`src/rtl/counter_seq_ctrl.sv`:
```
// rtl/counter_seq_ctrl.sv - command-driven up/down counter sequencer with pause/resume/abort
//
// Purpose: owns a WIDTH-bit counter. A START command loads a start value and
// runs the counter toward a programmed terminal value. At the terminal value the
// counter either reloads or stops. PAUSE, RESUME and ABORT commands control the
// run. Commands that do not apply in the current state are flagged with err.
//
// Ports:
//   clk         clock, all state updates on posedge
//   rst         synchronous reset, active-high
//   cmd_valid   command present
//   cmd_ready   command can be accepted (combinational, !rst)
//   cmd_op      00 START, 01 PAUSE, 10 RESUME, 11 ABORT
//   cfg_init    start/reload value, latched on START
//   cfg_term    terminal value, latched on START
//   cfg_dir     1 = count up, 0 = count down, latched on START
//   cfg_reload  1 = auto-reload, 0 = one-shot, latched on START
//   q           current count (registered)
//   busy        sequencer not idle (registered)
//   tc          one-cycle pulse, terminal value reached
//   done        one-cycle pulse, one-shot run completed
//   err         one-cycle pulse, illegal command accepted
module counter_seq_ctrl #(
    parameter int WIDTH = 3
) (
    input  logic             clk,
    input  logic             rst,
    input  logic             cmd_valid,
    output logic             cmd_ready,
    input  logic [1:0]       cmd_op,
    input  logic [WIDTH-1:0] cfg_init,
    input  logic [WIDTH-1:0] cfg_term,
    input  logic             cfg_dir,
    input  logic             cfg_reload,
    output logic [WIDTH-1:0] q,
    output logic             busy,
    output logic             tc,
    output logic             done,
    output logic             err
);

    localparam logic [1:0] OP_START  = 2'b00;
    localparam logic [1:0] OP_PAUSE  = 2'b01;
    localparam logic [1:0] OP_RESUME = 2'b10;
    localparam logic [1:0] OP_ABORT  = 2'b11;

    typedef enum logic [1:0] {
        ST_IDLE   = 2'b00,
        ST_RUN    = 2'b01,
        ST_PAUSED = 2'b10
    } state_t;

    state_t           state_q;
    logic [WIDTH-1:0] cnt_q;
    logic [WIDTH-1:0] init_q;
    logic [WIDTH-1:0] term_q;
    logic             dir_q;
    logic             reload_q;
    logic             busy_q;
    logic             tc_q;
    logic             done_q;
    logic             err_q;

    // No back-pressure: the only time a command is refused is during reset.
    assign cmd_ready = !rst;

    assign q    = cnt_q;
    assign busy = busy_q;
    assign tc   = tc_q;
    assign done = done_q;
    assign err  = err_q;

    always_ff @(posedge clk) begin
        if (rst) begin
            state_q  <= ST_IDLE;
            cnt_q    <= '0;
            init_q   <= '0;
            term_q   <= '0;
            dir_q    <= 1'b0;
            reload_q <= 1'b0;
            busy_q   <= 1'b0;
            tc_q     <= 1'b0;
            done_q   <= 1'b0;
            err_q    <= 1'b0;
        end else begin
            // Pulses default low; they are set only on the edge of their event.
            tc_q   <= 1'b0;
            done_q <= 1'b0;
            err_q  <= 1'b0;

            if (cmd_valid) begin
                // An accepted command takes the edge, so any count step due on this
                // edge is dropped together with its tc/done.
                case (cmd_op)
                    OP_START: begin
                        init_q   <= cfg_init;
                        term_q   <= cfg_term;
                        dir_q    <= cfg_dir;
                        reload_q <= cfg_reload;
                        cnt_q    <= cfg_init;
                        state_q  <= ST_RUN;
                        busy_q   <= 1'b1;
                    end
                    OP_PAUSE: begin
                        if (state_q == ST_RUN) begin
                            state_q <= ST_PAUSED;
                        end else begin
                            err_q <= 1'b1;
                        end
                    end
                    OP_RESUME: begin
                        if (state_q == ST_PAUSED) begin
                            state_q <= ST_RUN;
                        end else begin
                            err_q <= 1'b1;
                        end
                    end
                    default: begin // OP_ABORT
                        if (state_q == ST_IDLE) begin
                            err_q <= 1'b1;
                        end else begin
                            state_q <= ST_IDLE;
                            busy_q  <= 1'b0;
                        end
                    end
                endcase
            end else if (state_q == ST_RUN) begin
                // The terminal check is made on the value already shown on q, so
                // tc/done follow one cycle after q reaches the terminal value.
                if (cnt_q == term_q) begin
                    tc_q <= 1'b1;
                    if (reload_q) begin
                        cnt_q <= init_q;
                    end else begin
                        done_q  <= 1'b1;
                        state_q <= ST_IDLE;
                        busy_q  <= 1'b0;
                    end
                end else if (dir_q) begin
                    cnt_q <= cnt_q + 1'b1;
                end else begin
                    cnt_q <= cnt_q - 1'b1;
                end
            end
        end
    end

endmodule

```
`config.mk`:
```
export PLATFORM = sky130hd
export DESIGN_NAME = counter_seq_ctrl
export DESIGN_NICKNAME = d
export VERILOG_FILES = /design/src/rtl/counter_seq_ctrl.sv
export SDC_FILE = /design/constraint.sdc
export NUM_CORES = 1
export LEC_CHECK = 0
export CAP_MARGIN = 0
export CORE_MARGIN = 3
export CORE_UTILIZATION = 38
export CTS_BUF_LIST = sky130_fd_sc_hd__clkbuf_8 sky130_fd_sc_hd__clkbuf_16
export DETAILED_ROUTE_END_ITERATION = 7
export GPL_ROUTABILITY_DRIVEN = 0
export HOLD_SLACK_MARGIN = 0.05
export PLACE_DENSITY_LB_ADDON = 0.25
export SYNTH_ARGS = -nofsm -noshare
export SYNTH_HDL_FRONTEND = slang
export SYNTH_SLANG_ARGS = --single-unit
```
`constraint.sdc`:
```
create_clock -name clk -period 2.2 [get_ports clk]
set_clock_uncertainty 0.1 [all_clocks]
set_input_delay 0.66 -clock clk [delete_from_list [all_inputs] [get_ports clk]]
set_output_delay 0.66 -clock clk [all_outputs]
set_load 0.05 [all_outputs]
```
[Yosys cells after proc, flatten, opt, wreduce, memory -nomap -nowiden]
Index checks and enable logic that the tools add are counted.
Word-level totals
  flip-flop bits (word level): 17
  latch bits: 0
  memory bits (writable): 0
  memory bits (read-only): 0
  input bits: 13
  output and inout bits: 8
  memories kept: 0
Operators by class
  $add $sub $neg: 2
  multiply operators: 0
  div/mod/pow operators: 0
  $lt $le $gt $ge: 0
  equal/unequal tests: 13
  shifts and indexed selects: 0
  muxes and demuxes: 26
  bitwise logic cells: 3
  reduce and logical (&&, ||, !) cells: 13
Operators by type and width (number)
  two-way mux 3 bit: 6
  two-way mux 2 bit: 7
  two-way mux 1 bit: 10
  != test 2 bit, second input constant: 3
  != test 3 bit, second input constant: 2
  case mux 2 bit (3 select lines): 1
  AND reduction 6 bit: 1
  != test 5 x 2 -> 1 bit, second input constant: 1
  AND reduction 5 bit: 1
  equality test 2 x 1 -> 1 bit, second input constant: 2
  equality test 2 bit, second input constant: 2
  zero test 2 bit: 2
  nonzero test 2 bit: 2
  OR reduction 2 bit: 2
  OR reduction 4 bit: 1
  adder 3 x 1 -> 3 bit, second input constant: 1
  equality test 3 bit: 1
  != test 3 x 2 -> 1 bit, second input constant: 1
  inverter 1 bit: 3
  case mux 1 bit (3 select lines): 1
  AND reduction 3 bit: 1
  OR reduction 3 bit: 1
  subtractor 3 x 1 -> 3 bit, second input constant: 1
  != test 2 x 1 -> 1 bit, second input constant: 1
  3 further kinds: 3

[Depth between registers and ports, before layout]
Gate-level depths: netlist (run 1).
  depth in word-level cells: 5
  mapped depth: 6
  mapped depth without buffers: 6

[Worst setup path after synthesis (run 1)]
No wires, ideal clock.
  path type: register to register
  from: reg cnt_q[0], in the netlist q[0]
  to: reg cnt_q[2], in the netlist q[2]
  library setup time: 0.088 ns
  data arrival time: 1.742 ns
  path slack: 0.270 ns
  stages on the path, launching flop included: 6
  buffers on the path: 0
  period minus slack after synthesis: 1.930 ns
  path through: dfxtp_1 > fa_1 > xnor3_1 > a31oi_1 > a211o_1 > a311oi_2
Between the ends
  word-level cells in the longest chain between the ends: 5
  elaborated cells on any way between the ends: 9
  classes of those cells: add/sub: 2; eq/ne: 2; mux: 4; reduce/logical: 1
RTL lines
  start: declaration: line 54  | logic [WIDTH-1:0] cnt_q;
  start signal: assignment: line 100  | cnt_q <= cfg_init;
  start signal: assignment: line 133  | cnt_q <= init_q;
  start signal: assignment: line 140  | cnt_q <= cnt_q + 1'b1;
  subtractor 3 x 1 -> 3 bit or adder 3 x 1 -> 3 bit (tied branches): line 142, 140
  two-way mux 3 bit: line 139  | end else if (dir_q) begin
  two-way mux 3 bit: line 130  | if (cnt_q == term_q) begin
  two-way mux 3 bit: line 127  | end else if (state_q == ST_RUN) begin
  two-way mux 3 bit: line 91  | if (cmd_valid) begin
Several ways; a longest one is shown, not always the timed one. The select of a mux whose other input is x is not followed.
A chain may end at the register's enable or synchronous reset.

[Worst setup path in the final report (run 1)]
  from: in cmd_op[0]
  to: reg state_q[1]
Between the ends
  word-level cells in the longest chain between the ends: 3
  elaborated cells on any way between the ends: 9
  classes of those cells: eq/ne: 5; mux: 2; reduce/logical: 2
RTL lines
  start: declaration: line 30  | input logic [1:0] cmd_op,
  equality test 2 bit, or another cell as far along: line 94  | case (cmd_op)
  != test 5 x 2 -> 1 bit (no source line), or another cell as far along
  AND reduction 6 bit (no source line) or two-way mux 2 bit (tied branches)
  end signal: assignment: line 101  | state_q <= ST_RUN;
  end signal: assignment: line 106  | state_q <= ST_PAUSED;
  end signal: assignment: line 113  | state_q <= ST_RUN;
  end: declaration: line 53  | state_t state_q;
Several ways; a longest one is shown, not always the timed one.

==> impl_metrics.json, run 1 <==
{
  "outcome": "finished with violations",
  "violations": "negative setup slack",
  "chipHeight_um": 56.6,
  "worst_pin_slew_ns": 0.350,
  "clockRootBuffer": "clkbuf_8",
  "grt_pass1_vias": 867,
  "setup_viol": 1,
  "worst-path-buf-inv": 2,
  "fmax_mhz": 453,
  "dp_hpwl_um": 1820,
  "syn_nets": 133,
  "r2r-end": "q[2]$_SDFFE_PP0P_",
  "avgRoutedWirePerCell_um": 13.9,
  "async_flop_share": 0,
  "grt_max_degree": 15,
  "route.vias.total": 901,
  "rsz0062_at_grt": "true",
  "slowest_delay_ns": 0.49,
  "cap_violations": 0,
  "grt_pass1_wl_um": 4090,
  "synth_edf_count": 0,
  "die_w_um": 56.6,
  "synth_top_family_by_area": "simple AND/OR/NAND/NOR gates",
  "final_cell_mix": "nand2_1 (24), buf_4 (21), dfxtp_1 (17), clkdlybuf4s50_1 (11), a21oi_1 (10)",
  "drtPass1Iterations": 4,
  "h-tree-depth": 1,
  "crit_required_ns": 2.25,
  "worstPathMaxFanout": 2,
  "clock-sinks": 17,
  "worstSetupPathDepth": 7,
  "final_common_cell": "nand2_1",
  "antenna_cells": 0,
  "layout-drive-gt1-share": 0.231,
  "whs_ns": 0.363,
  "core_region_area_mm2": 0.00232,
  "crit_chain": "clkdlybuf4s50_1, inv_1, ha_1, mux2_2, nor3b_4, o221ai_2, o2bb2ai_1",
  "reg2regPathDepth": 5,
  "die_area_mm2": 0.00320,
  "synth-seq-area-share": 0.350,
  "yosys.cell_types.count": 39,
  "grt_usage": 0.167,
  "synth_compound_area_frac": 0.207,
  "synth_area_um2": 972,
  "end_kind": "flip-flop",
  "dpl.cell_count": 171,
  "post_cts.repair.setup_buffers": 0,
  "crit_start": "cmd_op[0]",
  "io_pins": 21,
  "clk_latency_ns": 0.26,
  "viasPerCell": 5.15,
  "critical_path.startpoint_type": "input port",
  "pwr_density_cell_mw_per_mm2": 568,
  "grt-ovfl-total": 0,
  "syn_inst": 115,
  "synth.area.mux_share": 0.0322,
  "antenna_left": 0,
  "period_share": 1.00,
  "ys.flop_type": "dfxtp_1",
  "drc_errors": 0,
  "cp_top_family": "buffers and inverters",
  "peakVddDrop_v": 0.000367,
  "synth.avg_cell_area_um2": 8.45,
  "cp_slowest_cell": "clkdlybuf4s50_1",
  "min_period_ns": 2.21,
  "cts_made_buffers": 3,
  "routed_wl_um": 2440,
  "cts_tree": "built",
  "fin_cells": 175,
  "slew_viol_final": 0,
  "start_util": 0.419,
  "timing.final.ws_setup_ns": -0.00867,
  "nets": 166,
  "reg2reg_slack_ns": 0.42,
  "cp.arrival_ns": 2.26,
  "ctsHoldBuffers": 0,
  "rows": 17,
  "crit_end": "state_q[1]$_SDFFE_PP0P_",
  "first_iter_violations": 38,
  "clkTransAtPathRegs_ns": 0.07,
  "slew_headroom": 0.767,
  "hold_viol_final": 0,
  "synthToLayoutAreaGrowth_pct": 38.6,
  "regToRegStartpoint": "q[0]$_SDFFE_PP0P_",
  "io_buffers": 20,
  "synthAdderAreaFrac": 0.0721,
  "antenna_found_initial": 0,
  "synthXorXnorAreaFrac": 0.0502,
  "hold_path.class": "reg -> reg",
  "yosys.area_share.simple": 0.233,
  "ys_seq_elements": 17,
  "p_leak_uw": 0.000546,
  "yosysWarnings": 0,
  "critPathKind": "in -> reg",
  "cts_max_path_buffers": 2
}
-- report_power, final --
part,internal [uW],switching (uW),total [uW],leakage [uW]
clock network,126,124,250,0.0000255
logic,91.8,93.8,186,0.000382
registers,318,11.3,329,0.000138
-- timing repair --
action	4_1_cts	5_1_grt
resized for setup	1	5
endpoints found under the setup margin	2	4
pin swaps	1	1
-- per-layer routing --
| layer | vias up | wire [um] | track usage | share of wire |
|---|---|---|---|---|
| li1 | 467 | - | - | - |
| met1 | 399 | 1080 | 0.218 | 0.44 |
| met2 | 28 | 1130 | 0.248 | 0.46 |
| met3 | 7 | 155 | 0.0322 | 0.064 |
| met4 | 0 | 74 | 0.108 | 0.030 |
| met5 | - | 0 | 0 | 0 |
-- worst reg2reg max path, cell delays in order, from the launching register on --
cell and delay, ns:
dfxtp_1 0.38, fa_1 0.45, xnor3_1 0.20, a31oi_1 0.05, a211o_1 0.29, a311oi_2 0.24
-- logic make-up (layout without fill, tap and decap cells) --
logic type	Yosys count	count (layout)
compound gates	29	29
xor+xnor	4	4
fa+ha+maj	5	5
buf+inv	12	44
flops	17	17
mux	3	3
simple gates	45	45
-- synth_stat cells (2+ instances only) --
library cell | instances | area, um^2
inv_1 | 6 | 22.5
xnor2_1 | 3 | 26.3
nand2_1 | 24 | 90.1
dfxtp_1 | 17 | 340
clkbuf_1 | 4 | 15.0
and2_1 | 2 | 12.5
nor3_1 | 3 | 15.0
ha_1 | 4 | 50.1
nor2_1 | 3 | 11.3
a21oi_1 | 10 | 50.1
nor3b_1 | 2 | 15.0
o21bai_1 | 2 | 15.0
a211o_1 | 2 | 17.5
nor2b_1 | 4 | 25.0
mux2i_1 | 2 | 20.0
o21ai_0 | 4 | 20.0
-- worst min path at each step --
stage / startpoint / end / slack (ns) / depth (start not counted)
6_report: busy$_SDFFE_PP0P_ / busy$_SDFFE_PP0P_ / 0.36 / 2
5_1_grt: init_q[0]$_SDFFE_PP0P_ / init_q[0]$_SDFFE_PP0P_ / 0.39 / 2
4_1_cts: busy$_SDFFE_PP0P_ / busy$_SDFFE_PP0P_ / 0.37 / 2
3_5_place_dp: busy$_SDFFE_PP0P_ / busy$_SDFFE_PP0P_ / 0.36 / 2
3_3_place_gp: init_q[0]$_SDFFE_PP0P_ / init_q[0]$_SDFFE_PP0P_ / 0.34 / 2
2_1_floorplan: init_q[0]$_SDFFE_PP0P_ / init_q[0]$_SDFFE_PP0P_ / 0.33 / 2
-- registers in the layout (all words and copies together) (netlist names) --
name / count
done: 1
err: 1
tc: 1
q: 3
dir_q: 1
reload_q: 1
init_q: 3
state_q: 2
busy: 1
term_q: 3
-- through the flow --
stage	instance area, um^2	util	power (uW)	setup TNS (ns)	setup slack [ns]
finish	1350	0.581	765	-0.00867	-0.00867
global route	1350	0.581	808	-0.111	-0.0652
CTS	1330	0.572	767	0	0.00210
detailed placement	1270	0.549	515	-1.30	-0.331
global placement	1270	0.549	512	-0.777	-0.192
floorplan	972	-	451	0	0.270
-- cell type report --
| type | instances | area [um^2] |
|---|---|---|
| clock buffer | 3 | 41.3 |
| timing repair buffer | 34 | 300 |
| fill | 213 | 971 |
| sequential | 17 | 340 |
| multi-input combinational | 86 | 603 |
| inverter | 6 | 22.5 |
| tap | 28 | 35.0 |
| clock inverter | 1 | 5.00 |
Power figures use the tool's default switching activity.
==> run 2, diff against run 1 <==
clock period = 2.8 ns   (was 2.2 ns; I/O delays follow)
==> impl_metrics.json, run 2 (same netlist as run 1, synthesis figures left out) <==
{
  "routed_wl_um": 2340,
  "antenna_cells": 0,
  "final_common_cell": "nand2_1",
  "cp_slowest_cell": "clkdlybuf4s50_1",
  "io_pins": 21,
  "avgRoutedWirePerCell_um": 14.2,
  "pwr_density_cell_mw_per_mm2": 465,
  "die_w_um": 56.6,
  "critical_path.startpoint_type": "flip-flop",
  "dpl.cell_count": 161,
  "clockRootBuffer": "clkbuf_8",
  "hold_path.class": "reg -> reg",
  "synthToLayoutAreaGrowth_pct": 29.9,
  "h-tree-depth": 1,
  "cp.arrival_ns": 1.57,
  "chipHeight_um": 56.6,
  "fmax_mhz": 399,
  "antenna_found_initial": 0,
  "cts_tree": "built",
  "critPathKind": "reg -> out",
  "crit_required_ns": 1.86,
  "ctsResizeCount": 0,
  "drc_errors": 0,
  "cp_top_family": "buffers and inverters",
  "p_comb_frac": 0.228,
  "die_area_mm2": 0.00320,
  "route.vias.total": 908,
  "core_region_area_mm2": 0.00232,
  "fin_cells": 165,
  "nets": 156,
  "grt_pass1_wl_um": 3990,
  "worst_pin_slew_ns": 0.497,
  "outcome": "completed",
  "worst-path-buf-inv": 1,
  "rows": 17,
  "ctsHoldBuffers": 0,
  "slowest_delay_ns": 0.85,
  "grt-ovfl-total": 0,
  "fillers": 219,
  "clockPowerShare": 0.332,
  "end_kind": "output pin",
  "intPower_uw": 413,
  "cts_made_buffers": 3,
  "grt_max_degree": 15,
  "post_cts.repair.setup_buffers": 0,
  "grt_usage": 0.160,
  "viasPerCell": 5.50,
  "slew_viol_final": 0,
  "grt_pass1_vias": 894,
  "min_period_ns": 2.51,
  "layout-drive-gt1-share": 0.0949,
  "dp_hpwl_um": 1690,
  "hold_viol_final": 0,
  "slew_headroom": 0.668,
  "crit_chain": "clkdlybuf4s50_1",
  "clkTransAtPathRegs_ns": 0.07,
  "setup_viol": 0,
  "clk_latency_ns": 0.26,
  "start_util": 0.419,
  "p_seq_frac": 0.440,
  "first_iter_violations": 33,
  "p_leak_uw": 0.000469,
  "cts_max_path_buffers": 2,
  "worstPathMaxFanout": 5,
  "cap_violations": 0,
  "io_buffers": 20,
  "final.setup.tns_ns": 0,
  "antenna_left": 0,
  "rsz0062_at_grt": "false",
  "clock-sinks": 17,
  "switching_power_uw": 174,
  "swShare": 0.296,
  "drtPass1Iterations": 4,
  "peakVddDrop_v": 0.000364,
  "final_cell_mix": "nand2_1 (24), clkdlybuf4s50_1 (19), dfxtp_1 (17), a21oi_1 (10), inv_1 (6)",
  "period_share": 0.896
}
## run 2: final cells by class
cell class / instances / area, um^2 / share of cell area
multi-input combinational: 86 / 578 / 0.458
sequential: 17 / 340 / 0.270
timing repair buffer: 24 / 240 / 0.190
clock buffer: 3 / 41.3 / 0.0327
tap: 28 / 35.0 / 0.0278
inverter: 6 / 22.5 / 0.0178
clock inverter: 1 / 5.00 / 0.00396
## run 2: stage by stage
stage          instance area (um^2)  hold slack [ns]  setup slack, ns  power, uW   util
2_1_floorplan                   972            0.332            0.646        354      -
3_3_place_gp                   1220            0.338            0.144        394  0.525
3_5_place_dp                   1220            0.345           0.0657        398  0.525
4_1_cts                        1260            0.354            0.278        592  0.545
5_1_grt                        1260            0.390            0.237        613  0.545
6_report                       1260            0.352            0.291        588  0.545
## run 2: power by group through the flow
stage / clock network (uW) / registers (uW) / logic (uW)
6_report: 195 / 259 / 134
5_1_grt: 207 / 260 / 146
4_1_cts: 198 / 259 / 134
3_5_place_dp: 0 / 265 / 133
3_3_place_gp: 0 / 264 / 130
2_1_floorplan: 0 / 275 / 79.5
## run 2: routing by layer
metal  vias up  part of all wire  track usage
li1        446                 -            -
met1       421              0.42        0.188
met2        34              0.48        0.279
met3         7             0.066       0.0230
met4         0             0.029       0.0814
met5         -                 0            0
## run 2: final timing paths
kind / slack (ns) / cells past startpoint / startpoint / end
worst max register to register: 1.00 / 5 / q[0]$_SDFFE_PP0P_ / q[2]$_SDFFE_PP0P_
worst max-delay path: 0.29 / 1 / q[0]$_SDFFE_PP0P_ / q[0]
worst min-delay path: 0.35 / 2 / init_q[0]$_SDFFE_PP0P_ / init_q[0]$_SDFFE_PP0P_
worst min register to register: 0.35 / 2 / init_q[0]$_SDFFE_PP0P_ / init_q[0]$_SDFFE_PP0P_
